[config.mk]
export PLATFORM = sky130hd
export DESIGN_NAME = lif_layer_core
export DESIGN_NICKNAME = d
export VERILOG_FILES = /design/src/rtl/lif_pkg.sv /design/src/rtl/lif_leak_mult.sv /design/src/rtl/lif_layer_core.sv
export SDC_FILE = /design/constraint.sdc
export NUM_CORES = 1
export LEC_CHECK = 0
export CAP_MARGIN = 40
export CORE_ASPECT_RATIO = 0.7
export CORE_MARGIN = 2
export CORE_UTILIZATION = 60
export CTS_BUF_LIST = sky130_fd_sc_hd__clkbuf_16
export DETAILED_ROUTE_END_ITERATION = 6
export PLACE_DENSITY = 0.81
export SYNTH_ARGS = -nofsm -noshare
export SYNTH_HDL_FRONTEND = slang
export SYNTH_SLANG_ARGS = --single-unit
[constraint.sdc]
create_clock -name clk -period 11.8 [get_ports clk]
set_clock_uncertainty 0.05 [all_clocks]
set_input_delay 3.54 -clock clk [delete_from_list [all_inputs] [get_ports clk]]
set_output_delay 3.54 -clock clk [all_outputs]
set_load 0.01 [all_outputs]
[src/rtl/lif_pkg.sv]
// Shared state type, constants and saturating arithmetic helpers for the LIF neuron core.
package lif_pkg;

    localparam int unsigned DECAY_FRAC = 16;
    localparam int          RST_ZERO   = 0;
    localparam int          RST_SUB    = 1;
    localparam int unsigned SAT_W      = 64;

    typedef enum logic [1:0] {
        ST_IDLE  = 2'd0,
        ST_LEAK  = 2'd1,
        ST_ACCUM = 2'd2,
        ST_FIRE  = 2'd3
    } lif_state_t;

    typedef logic signed [SAT_W-1:0] sat_t;
    typedef logic signed [SAT_W:0]   sat_wide_t;

    // Clamp a wide signed value into the signed range of 'width' bits (width < SAT_W).
    function automatic sat_t sat_clamp(input sat_wide_t x, input int unsigned width);
        sat_wide_t max_v;
        sat_wide_t min_v;
        sat_t      res;
        max_v = (sat_wide_t'(1) <<< (width - 1)) - sat_wide_t'(1);
        min_v = ~max_v;
        if (x > max_v) begin
            res = max_v[SAT_W-1:0];
        end else if (x < min_v) begin
            res = min_v[SAT_W-1:0];
        end else begin
            res = x[SAT_W-1:0];
        end
        return res;
    endfunction

    function automatic sat_t sat_add(input sat_t a, input sat_t b, input int unsigned width);
        sat_wide_t s;
        s = sat_wide_t'(a) + sat_wide_t'(b);
        return sat_clamp(s, width);
    endfunction

    function automatic sat_t sat_sub(input sat_t a, input sat_t b, input int unsigned width);
        sat_wide_t s;
        s = sat_wide_t'(a) - sat_wide_t'(b);
        return sat_clamp(s, width);
    endfunction

endpackage

[src/rtl/lif_leak_mult.sv]
// Registered signed x unsigned Q0.16 leak multiply with arithmetic shift and saturation.
module lif_leak_mult
    import lif_pkg::*;
#(
    parameter int POT_WIDTH = 24
) (
    input  logic                  clk,
    input  logic                  rst,
    input  logic                  en,
    input  logic [POT_WIDTH-1:0]  v_in,
    input  logic [DECAY_FRAC-1:0] decay,
    output logic [POT_WIDTH-1:0]  v_out
);

    localparam int PROD_W = POT_WIDTH + DECAY_FRAC + 1;

    logic signed [PROD_W-1:0] prod;
    logic signed [PROD_W-1:0] shifted;
    logic [POT_WIDTH-1:0]     v_out_d;
    logic [POT_WIDTH-1:0]     v_out_q;

    always_comb begin
        prod    = PROD_W'($signed(v_in)) * PROD_W'($signed({1'b0, decay}));
        // Arithmetic shift floors toward -inf for negative potentials.
        shifted = prod >>> DECAY_FRAC;
        v_out_d = v_out_q;
        if (en) begin
            v_out_d = POT_WIDTH'(sat_clamp(sat_wide_t'(shifted), POT_WIDTH));
        end
    end

    always_ff @(posedge clk) begin
        if (rst) begin
            v_out_q <= '0;
        end else begin
            v_out_q <= v_out_d;
        end
    end

    assign v_out = v_out_q;

endmodule

[src/rtl/lif_layer_core.sv]
// Leaky integrate-and-fire neuron with NUM_INPUTS synapses processed one per cycle per step.
module lif_layer_core
    import lif_pkg::*;
#(
    parameter int NUM_INPUTS    = 8,
    parameter int WEIGHT_WIDTH  = 16,
    parameter int POT_WIDTH     = 24,
    parameter int REFRACT_WIDTH = 4,
    parameter int RESET_MODE    = 0
) (
    input  logic                               clk,
    input  logic                               rst,
    input  logic                               enable,
    input  logic                               step_valid,
    output logic                               step_ready,
    input  logic [NUM_INPUTS-1:0]              spikes_in,
    input  logic [NUM_INPUTS*WEIGHT_WIDTH-1:0] weight_flat,
    input  logic [15:0]                        decay_val,
    input  logic [POT_WIDTH-1:0]               thresh_val,
    input  logic [REFRACT_WIDTH-1:0]           refract_val,
    output logic                               out_valid,
    output logic                               spike_out,
    output logic [POT_WIDTH-1:0]               membrane_out,
    output logic [15:0]                        spike_count
);

    localparam int IDX_W = (NUM_INPUTS > 1) ? $clog2(NUM_INPUTS) : 1;

    lif_state_t                state_q, state_d;
    logic [NUM_INPUTS-1:0]     spikes_q, spikes_d;
    logic [IDX_W-1:0]          idx_q, idx_d;
    logic signed [POT_WIDTH-1:0] v_q, v_d;
    logic [REFRACT_WIDTH-1:0]  r_q, r_d;
    logic                      refr_q, refr_d;
    logic                      spike_q, spike_d;
    logic [POT_WIDTH-1:0]      membrane_q, membrane_d;
    logic [15:0]               count_q, count_d;
    logic                      out_valid_q, out_valid_d;

    logic [POT_WIDTH-1:0]        leak_v;
    logic signed [POT_WIDTH-1:0] accum_base;
    logic signed [WEIGHT_WIDTH-1:0] w_sel;
    logic signed [POT_WIDTH-1:0] acc_sum;
    logic signed [POT_WIDTH-1:0] sub_res;
    logic signed [POT_WIDTH-1:0] thresh_s;
    logic                        fire;

    lif_leak_mult #(
        .POT_WIDTH(POT_WIDTH)
    ) u_leak (
        .clk   (clk),
        .rst   (rst),
        .en    (state_q == ST_LEAK),
        .v_in  (v_q),
        .decay (decay_val),
        .v_out (leak_v)
    );

    assign step_ready = (state_q == ST_IDLE) && enable;
    assign thresh_s   = thresh_val;

    always_comb begin
        state_d     = state_q;
        spikes_d    = spikes_q;
        idx_d       = idx_q;
        v_d         = v_q;
        r_d         = r_q;
        refr_d      = refr_q;
        spike_d     = spike_q;
        membrane_d  = membrane_q;
        count_d     = count_q;
        out_valid_d = 1'b0;

        // The leak result lands in the multiplier register, so synapse 0 builds on it directly.
        accum_base = (idx_q == '0) ? leak_v : v_q;
        w_sel      = weight_flat[32'(idx_q) * WEIGHT_WIDTH +: WEIGHT_WIDTH];
        acc_sum    = POT_WIDTH'(sat_add(sat_t'(accum_base), sat_t'(w_sel), POT_WIDTH));
        sub_res    = POT_WIDTH'(sat_sub(sat_t'(v_q), sat_t'(thresh_s), POT_WIDTH));
        fire       = !refr_q && (v_q >= thresh_s);

        case (state_q)
            ST_IDLE: begin
                if (step_valid && step_ready) begin
                    spikes_d = spikes_in;
                    idx_d    = '0;
                    refr_d   = (r_q != '0);
                    state_d  = ST_LEAK;
                end
            end
            ST_LEAK: begin
                state_d = ST_ACCUM;
            end
            ST_ACCUM: begin
                if (refr_q) begin
                    v_d = '0;
                end else if (spikes_q[idx_q]) begin
                    v_d = acc_sum;
                end else begin
                    v_d = accum_base;
                end
                if (idx_q == IDX_W'(NUM_INPUTS - 1)) begin
                    idx_d   = '0;
                    state_d = ST_FIRE;
                end else begin
                    idx_d = idx_q + IDX_W'(1);
                end
            end
            ST_FIRE: begin
                if (fire) begin
                    spike_d = 1'b1;
                    count_d = (count_q == 16'hFFFF) ? count_q : count_q + 16'd1;
                    r_d     = refract_val;
                    v_d     = (RESET_MODE == RST_SUB) ? sub_res : '0;
                end else begin
                    spike_d = 1'b0;
                    if (refr_q) begin
                        r_d = r_q - REFRACT_WIDTH'(1);
                    end
                end
                membrane_d  = v_d;
                out_valid_d = 1'b1;
                state_d     = ST_IDLE;
            end
            default: begin
                state_d = ST_IDLE;
            end
        endcase
    end

    always_ff @(posedge clk) begin
        if (rst) begin
            state_q     <= ST_IDLE;
            spikes_q    <= '0;
            idx_q       <= '0;
            v_q         <= '0;
            r_q         <= '0;
            refr_q      <= 1'b0;
            spike_q     <= 1'b0;
            membrane_q  <= '0;
            count_q     <= '0;
            out_valid_q <= 1'b0;
        end else begin
            state_q     <= state_d;
            spikes_q    <= spikes_d;
            idx_q       <= idx_d;
            v_q         <= v_d;
            r_q         <= r_d;
            refr_q      <= refr_d;
            spike_q     <= spike_d;
            membrane_q  <= membrane_d;
            count_q     <= count_d;
            out_valid_q <= out_valid_d;
        end
    end

    assign out_valid    = out_valid_q;
    assign spike_out    = spike_q;
    assign membrane_out = membrane_q;
    assign spike_count  = count_q;

endmodule

Word level (Yosys, flattened, before mapping)

Cells that the tools add are included.

Register bits: 108
Bits of input ports: 184
Output and inout bits: 43
Word-level logic and storage cells: 67

Add/subtract/negate cells: 4
Multipliers: 1
Magnitude comparators: 6
Eq/ne operators: 7
Shift-type cells: 1
Multiplexer cells: 21
Bitwise operators: 1
Reduce and logical (&&, ||, !) cells: 15

Operators with widths:

| cell                    | number |
|---|---|
| $mux W24                | 8 |
| $shiftx A128 B8 Y16     | 1 |
| $gt A25 B24 Y1 const B  | 2 |
| $lt A25 B24 Y1 const B  | 2 |
| $pmux W24 S2            | 1 |
| $mul A24 B17 Y41        | 1 |
| $add A24 B16 Y25        | 1 |
| $ge A24 B24 Y1          | 1 |
| $add A16 B1 Y16 const B | 1 |
| $eq A16 B16 Y1 const B  | 1 |
| $mux W4                 | 2 |
| $pmux W2 S4             | 1 |
| $reduce_and A2 Y1       | 4 |
| $mux W3                 | 2 |
| $pmux W3 S2             | 1 |
| $reduce_bool A2 Y1      | 3 |
| $eq A2 B2 Y1 const B    | 2 |
| $lt A3 B4 Y1 const B    | 1 |
| $mux W2                 | 2 |
| $reduce_bool A4 Y1      | 1 |
| $sub A4 B1 Y4 const B   | 1 |
| $add A3 B1 Y3 const B   | 1 |
| $bmux W1 S3             | 1 |
| $eq A3 B3 Y1 const B    | 1 |
| other kinds (10)        | 14 |

Depth between registers and ports, before layout

Gate-level depths: netlist of the first run.

Word-level depth: 9
Mapped depth: 27
Mapped depth without buffers: 24

Hierarchy

A second synthesis of the first run with hierarchy kept.

Cells, all modules: 2486
Area, all modules: 22031.1 um^2

Modules (own cells, without submodules):

| module         | instances | cells each | area each (um^2) | sequential area each (um^2) |
|---|---|---|---|---|
| lif_leak_mult  | 1         | 1656       | 14805.4          | 480.5 |
| lif_layer_core | 1         | 830        | 7225.7           | 1681.6 |

Least setup slack after synthesis of the first run

No wires, ideal clock.

Kind: input port to flip-flop
From: in decay_val[2]
To: reg u_leak.v_out_q[10] (netlist: u_leak.v_out[10])
Setup time: 81 ps
Data arrival time: 9818 ps
Data required time: 11669 ps
Path slack: 1851 ps
Cell stages on the path: 24
Path buffers: 4
Cells stage by stage: clkbuf_1 > nand2_1 > fa_1 > fa_1 > inv_1 > fa_1 > fa_1 > fa_1 > inv_1 > fa_1 > inv_1 > ha_1 > buf_2 > a21o_1 > a21o_1 > a21oi_1 > o21ai_1 > a221o_1 > a211o_1 > and4b_1 > buf_6 > buf_6 > maj3_2 > a211oi_2

Longest elaborated chain between the ends: 4
Elaborated cells on any way between the ends: 5
Classes of those cells: mul (1); order compare (2); mux (2)

RTL lines:

| item                 | line                 | source |
|---|---|---|
| from (decl)          | lif_layer_core.sv:18 | `input logic [15:0] decay_val,` |
| $mul A24 B17 Y41 (*) | lif_leak_mult.sv:23  | `prod = PROD_W'($signed(v_in)) * PROD_W'($signed({1'b0, decay}));` |
| $lt A25 B24 Y1       | lif_pkg.sv:28        | `end else if (x < min_v) begin` |
| $mux W24             | lif_pkg.sv:28        |  |
| $mux W24 (*)         | lif_pkg.sv:26        | `if (x > max_v) begin` |
| to (signal assigned) | lif_leak_mult.sv:36  | `v_out_q <= v_out_d;` |
| to (decl)            | lif_leak_mult.sv:20  | `logic [POT_WIDTH-1:0] v_out_q;` |

Every way passes the cells marked *; elsewhere a longest branch is shown, timed or not.
A chain may end at the register's enable or synchronous reset.

Worst setup path in the final report of the first run

From: in decay_val[11]
To: reg u_leak.v_out_q[2] (netlist: u_leak.v_out[2])

Same word-level chain as after synthesis.

==> results.ini, run 1 <==
[outcome]
status = completed

[global_routing]
overflow = 0
antenna_found_initial = 6
grt_pass1_vias = 18600
grt_max_degree = 77
grt_pass1_wl_um = 99500
grtUsageTotal = 0.337

[worst_setup_path]
r2r_start = v_q[7]
slowest_stage = clkdlybuf4s50_1
critPathKind = in -> reg
startpoint = decay_val[11]
crit_family = adder cells
cpPeakStageDelay_ns = 0.93
cp.required_ns = 12.01
path_cells = clkdlybuf4s50_1, and2_1, fa_1, inv_1, fa_1, inv_1, fa_1, fa_1, fa_1, inv_1, fa_1, inv_1, ha_1, o21ai_0, a21oi_1, nor2_1, nor4_1, o211ai_1, a31oi_1, or3_1, xnor2_2, buf_8, maj3_1, a211oi_1
crit_buf_inv = 6
crit_fanout = 21
crit_top_cell = fa_1
endpoint_kind = flip-flop
arrival_ns = 11.07
critPathLaunchType = primary input

[route]
viasPerCell = 5.76
wl_met3_um = 5700
wl_per_cell_um = 19.7
drtIter0Drc = 1579
dr.pass1.iters = 6
met2RoutedLength_um = 28100
wl_um = 61500
antenna_left = 0
drc = 0
dr_total_vias = 17900
top_layer = met5
met1_length_um = 25400

[clocking]
cts.reportedPaths.clkPinSlew_ns = 0.08
clock-root-buffer = clkbuf_16
cts_buffers = 9
post_cts_buffers = 0
cts_resized = 0
cts_sinks = 108
tritoncts = yes
hold_buffers = 0
htree_num_levels = 3
insertion_delay_ns = 0.36
cts.path.max_buffers = 2

[sta]
setup-tns-final_ns = 0
final.period_utilization = 0.920
drv_slew = 0
setup_slack_ns = 0.941
max_clock_freq_ghz = 0.0921
final-setup-viol-count = 0
period_needed_ns = 10.86
max_slew_margin = 0.339
worstMarginPinSlew_ns = 0.988
timing_hold_violations_final = 0
rsz0062_at_grt = false

[die]
dieHeight_um = 164
start_util = 0.608
die_w_um = 232
dieArea_sq_mm = 0.0380
row_count = 58
ios = 227
core_sq_mm = 0.0359

[placement]
gp_congestion = 0.955
hpwl_um = 51000
dp_slack_ns = 0.655
placed_cell_area_sq_mm = 0.0248
port_buffers = 226

[logic_synthesis]
synth_ff_type = dfxtp_1
yosys_warnings = 0
ys_seq_area_frac = 0.0989
syn_area_sq_mm = 0.0219
post_synth_num_cell_types = 78
synthCells = 2472
synth_seq_cells = 108
synth_edf_count = 0
async_flop_share = 0
syn_nets = 3190
syn_avg_cell_area_sq_um = 8.84

[pwr]
p_leak_nw = 12.0
vdd_ir_drop_max_uv = 106
total_power_mw = 2.37
p_per_area_mw_per_mm2 = 94.4

[cells_and_area]
area_growth_pct = 14.7
drive_gt1_frac = 0.0760
finalInstanceArea_sq_mm = 0.0251
layout.nets = 3343
post-route-util = 0.698

[min_path]
min_from = spikes_q[0]
min_path_type = reg -> reg

[run]
cap_viol_max_count = 0

==> stage by stage <==
stage | std cells | hold slack [ns]
floorplan | 2472 | 0.382
global placement | 3080 | 0.390
detailed placement | 3094 | 0.397
CTS | 3110 | 0.408
global route | 3114 | 0.432
finish | 3115 | 0.409
==> placed cells by master, fill, tap and decap left out, types with 6 or more instances in the layout <==
| cell type | synthesis | final |
|---|---|---|
| dfxtp_1 | 108 | 107 |
| buf_8 | 0 | 6 |
| a21oi_1 | 100 | 100 |
| xor2_1 | 18 | 18 |
| a211oi_2 | 17 | 17 |
| a21boi_0 | 6 | 6 |
| mux2_2 | 37 | 37 |
| clkbuf_16 | 0 | 9 |
| a211oi_1 | 10 | 10 |
| mux2i_1 | 6 | 6 |
| nand3_1 | 42 | 42 |
| o21ai_1 | 21 | 21 |
| nor2b_1 | 18 | 17 |
| and2_1 | 161 | 161 |
| nor2_1 | 80 | 80 |
| mux4_2 | 34 | 34 |
| buf_4 | 1 | 40 |
| maj3_2 | 16 | 16 |
| nand2_1 | 301 | 301 |
| or4_1 | 6 | 6 |
| and3_1 | 11 | 11 |
| nor3_1 | 14 | 13 |
| o31ai_1 | 6 | 6 |
| nand4_1 | 15 | 15 |
| o21a_1 | 15 | 15 |
| fa_1 | 376 | 376 |
| a21oi_2 | 6 | 6 |
| xnor2_1 | 30 | 30 |
| a32o_1 | 16 | 16 |
| o211ai_1 | 7 | 7 |
| a21o_1 | 29 | 29 |
| inv_1 | 494 | 495 |
| nand2b_1 | 53 | 53 |
| a211o_1 | 7 | 7 |
| o21ai_0 | 35 | 35 |
| clkdlybuf4s50_1 | 0 | 225 |
| ha_1 | 158 | 156 |
==> logic make-up (layout without fill, tap and decap cells) <==
group           Yosys count  in the layout  synth area share
simple gates            720            720             0.162
buf+inv                 632            790             0.111
fa+ha+maj               555            555             0.445
compound gates          326            326             0.103
flops                   108            108            0.0989
mux                      82             82            0.0594
xor+xnor                 49             49            0.0200
other cells               0              5                 0
==> per-layer routing <==
metal / GRT usage / vias up
met2: 0.535 / 874
li1: - / 8088
met1: 0.461 / 8845
met5: 0 / -
met3: 0.0677 / 122
met4: 0.120 / 2
==> final timing paths <==
check / slack [ns] / to / cells after the start
setup / recovery: 0.94 / u_leak.v_out[2] / 24
hold / removal: 0.41 / spikes_q[0] / 2
setup reg to reg: 4.38 / u_leak.v_out[2] / 25
hold reg to reg: 0.41 / spikes_q[0] / 2
==> worst min-delay path: cells and delay by family (launching register included) <==
| family | cells | cell delay [ns] |
|---|---|---|
| flip-flops | 1 | 0.31 |
| AND/OR/NAND/NOR | 1 | 0.05 |
| AO/OA/AOI/OAI | 1 | 0.05 |
==> power by group <==
part	switching [mW]	total [mW]	internal (mW)	leakage, nW
Combinational	0.913	1.59	0.679	10.9
Clock	0.149	0.315	0.166	0.144
Sequential	0.0487	0.461	0.412	0.875
Total	1.11	2.37	1.26	12.0
==> cells in the mapped netlist, types with 7 or more instances <==
cell type | count | area share
nand3_1 | 42 | 0.0096
mux4_2 | 34 | 0.035
and3_1 | 11 | 0.0031
nand2_1 | 301 | 0.052
dfxtp_1 | 108 | 0.099
maj3_2 | 16 | 0.0082
a211oi_2 | 17 | 0.0097
clkbuf_1 | 113 | 0.019
buf_1 | 11 | 0.0019
nor2b_1 | 18 | 0.0052
a211o_1 | 7 | 0.0028
o21ai_1 | 21 | 0.0048
a211oi_1 | 10 | 0.0034
nand2b_1 | 53 | 0.015
nand4_1 | 15 | 0.0043
mux2_2 | 37 | 0.019
o211ai_1 | 7 | 0.0024
a21o_1 | 29 | 0.010
a21oi_1 | 100 | 0.023
inv_1 | 494 | 0.085
xnor2_1 | 30 | 0.012
buf_2 | 9 | 0.0021
nor2_1 | 80 | 0.014
and2_1 | 161 | 0.046
fa_1 | 376 | 0.34
o21a_1 | 15 | 0.0052
a32o_1 | 16 | 0.0073
xor2_1 | 18 | 0.0072
nor3_1 | 14 | 0.0032
o21ai_0 | 35 | 0.0080
ha_1 | 158 | 0.090
==> flip-flops by register name (all words and copies together), names as in the netlist <==
| signal | cells |
|---|---|
| r_q | 4 |
| u_leak.v_out | 24 |
| state_q | 2 |
| refr_q | 1 |
| spike_count | 16 |
| membrane_out | 24 |
| spikes_q | 8 |
| v_q | 24 |
| idx_q | 3 |
| out_valid | 1 |
| spike_out | 1 |
==> layout make-up <==
| type | count | area (sq um) |
|---|---|---|
| inverter | 494 | 1850 |
| clock inverter | 7 | 75.1 |
| fill | 2752 | 10800 |
| timing repair buffer | 280 | 2850 |
| antenna | 5 | 12.5 |
| clock buffer | 9 | 225 |
| tap | 480 | 601 |
| multi-input combinational | 1732 | 17300 |
| sequential | 108 | 2160 |
No activity file was read; power rests on OpenSTA's default activity.
==> run 2, diff against run 1 <==
CORE_ASPECT_RATIO = 0.75   (was 0.7)
==> run 2 against run 1 <==
Net effect: total power is essentially flat; critical path depth shrank 2; sequential cell count is the same; first-iteration DRC count shrank 11%; fmax shrank 0.67%; sequential power is essentially flat; largest cell class unchanged.
==> results.ini, run 2 (synthesis gave the netlist of run 1 again) <==
[outcome]
status = completed

[route]
drc = 0  ; unchanged
dr_total_vias = 17900  ; -0.19%
dr.pass1.iters = 5  ; -1
wl_per_cell_um = 19.7  ; about the same
viasPerCell = 5.78  ; +0.39%
drtIter0Drc = 1412  ; -11%
wl_um = 61200  ; -0.56%
antenna_left = 0  ; unchanged

[global_routing]
antenna_found_initial = 2  ; -4
grt_pass1_vias = 19000  ; +2.3%
overflow = 0  ; unchanged
grt_pass1_wl_um = 99900  ; +0.38%
grt_max_degree = 65  ; -16%
grtUsageTotal = 0.337  ; +0.000445

[sta]
rsz0062_at_grt = false
max_clock_freq_ghz = 0.0915  ; -0.67%
final.period_utilization = 0.926  ; +0.00620
timing_hold_violations_final = 0  ; unchanged
max_slew_margin = 0.347  ; +0.00737
worstMarginPinSlew_ns = 0.978  ; -0.00929 ns
final-setup-viol-count = 0  ; unchanged
period_needed_ns = 10.93  ; +0.0731 ns
holdWs_ns = 0.409  ; +0.000258 ns
setup_slack_ns = 0.868  ; -0.0731 ns
setup-tns-final_ns = 0  ; unchanged
drv_slew = 0  ; unchanged

[cells_and_area]
final_common_cell = inv_1
layout.nets = 3345  ; +0.060%
antennaDiodeCount = 0  ; -5
area_growth_pct = 14.5
post-route-util = 0.698  ; about the same
drive_gt1_frac = 0.0767  ; +0.000702
layout_common_cells = inv_1 (495), fa_1 (376), nand2_1 (301)

[die]
dieArea_sq_mm = 0.0380  ; about the same
row_count = 60  ; +3.4%
dieHeight_um = 169  ; +3.4%
die_w_um = 224  ; -3.3%
core_sq_mm = 0.0359  ; -0.10%
start_util = 0.609  ; +0.000637
ios = 227  ; unchanged

[clocking]
tritoncts = yes
htree_num_levels = 3  ; unchanged
insertion_delay_ns = 0.36  ; about the same
cts_buffers = 9  ; unchanged
cts_resized = 0  ; unchanged
cts_sinks = 108  ; unchanged
cts.path.max_buffers = 2  ; unchanged
cts.reportedPaths.clkPinSlew_ns = 0.08  ; about the same
clock-root-buffer = clkbuf_16
post_cts_buffers = 0  ; unchanged
hold_buffers = 0  ; unchanged

[worst_setup_path]
arrival_ns = 11.15  ; +0.08 ns
cp.required_ns = 12.01  ; about the same
crit_fanout = 19  ; -9.5%
r2r_start = v_q[23]
critPathKind = in -> reg
critPathLaunchType = primary input
reg2reg_depth = 21  ; -16%
endpoint_kind = flip-flop
r2r-end = u_leak.v_out[1]
rrSetupSlack_ns = 4.26  ; -0.12 ns

[min_path]
hold_end = r_q[1]
whs_path_depth = 2  ; unchanged
min_path_type = reg -> reg
min_from = r_q[1]

[pwr]
vdd_ir_drop_max_uv = 77.5  ; -27%
p_leak_nw = 12.0  ; about the same
comb_power_share = 0.670  ; -0.002
p_clk_frac = 0.136  ; +0.003
sw_frac_of_total = 0.467  ; -0.00149
p_seq_frac = 0.194  ; about the same
total_power_mw = 2.37  ; about the same
p_sw_mw = 1.11  ; -0.23%
p_per_area_mw_per_mm2 = 94.7  ; +0.25%
p_int_mw = 1.26  ; +0.37%

[placement]
hpwl_um = 51200  ; +0.49%
gp_congestion = 0.919  ; -3.8%
dp_slack_ns = 0.585  ; -0.0706 ns
port_buffers = 226  ; unchanged

[run]
cap_viol_max_count = 0  ; unchanged

run 2: cell count changes in the layout (fill, tap and decap cells not counted), sizes merged:
cell,before,now
inv,497,498
diode,5,0
buf,55,57
clkinvlp,2,1
run 2: power by group through the flow:
stage,registers (mW),clock network (mW),logic [mW]
6_report,0.459,0.323,1.59
2_1_floorplan,0.438,0,1.13
5_1_grt,0.463,0.339,1.75
3_5_place_dp,0.463,0,1.54
4_1_cts,0.457,0.327,1.57
3_3_place_gp,0.469,0,1.47
run 2: area by class of cell:
class	instances	area (sq um)
well taps	465	582
multi-input cells	1732	17300
clock inverters	7	83.8
inverters	494	1850
repair buffers	282	2830
fillers	2721	10900
clock buffers	9	225
flip-flops and latches	108	2160
run 2: worst max-delay path by stage:
stage | startpoint | end | slack [ns] | cells past startpoint
2_1_floorplan | decay_val[2] | u_leak.v_out[10] | 1.85 | 24
3_3_place_gp | decay_val[5] | u_leak.v_out[5] | 0.49 | 23
3_5_place_dp | decay_val[5] | u_leak.v_out[1] | 0.58 | 22
4_1_cts | decay_val[5] | u_leak.v_out[1] | 0.94 | 22
5_1_grt | decay_val[5] | u_leak.v_out[3] | 0.50 | 23
6_report | decay_val[5] | u_leak.v_out[1] | 0.87 | 22
run 2: critical path, cell delays in order:
cell and delay, ns:
clkdlybuf4s50_1 0.97, nand2_1 0.24, fa_1 0.64, fa_1 0.44, inv_1 0.34, fa_1 0.53
fa_1 0.52, fa_1 0.50, inv_1 0.05, fa_1 0.50, inv_1 0.05, ha_1 0.37
a21o_1 0.20, a21o_1 0.17, a21oi_1 0.18, o21ai_1 0.11, a221o_1 0.37, a211o_1 0.24
and4b_1 0.32, buf_8 0.22, maj3_1 0.36, a211oi_1 0.25
run 2: routing by layer:
layer | track usage | share of wire | vias to the layer above
li1 | - | - | 8095
met1 | 0.447 | 0.40 | 8809
met2 | 0.541 | 0.46 | 865
met3 | 0.0836 | 0.10 | 124
met4 | 0.123 | 0.038 | 4
met5 | 0 | 0.00039 | -
run 2: per-stage QoR:
stage               std cells  instance area [sq um]
floorplan                2472                  21900
detailed placement       3080                  24700
global route             3097                  25000
global placement         3069                  24500
finish                   3097                  25000
CTS                      3096                  25000
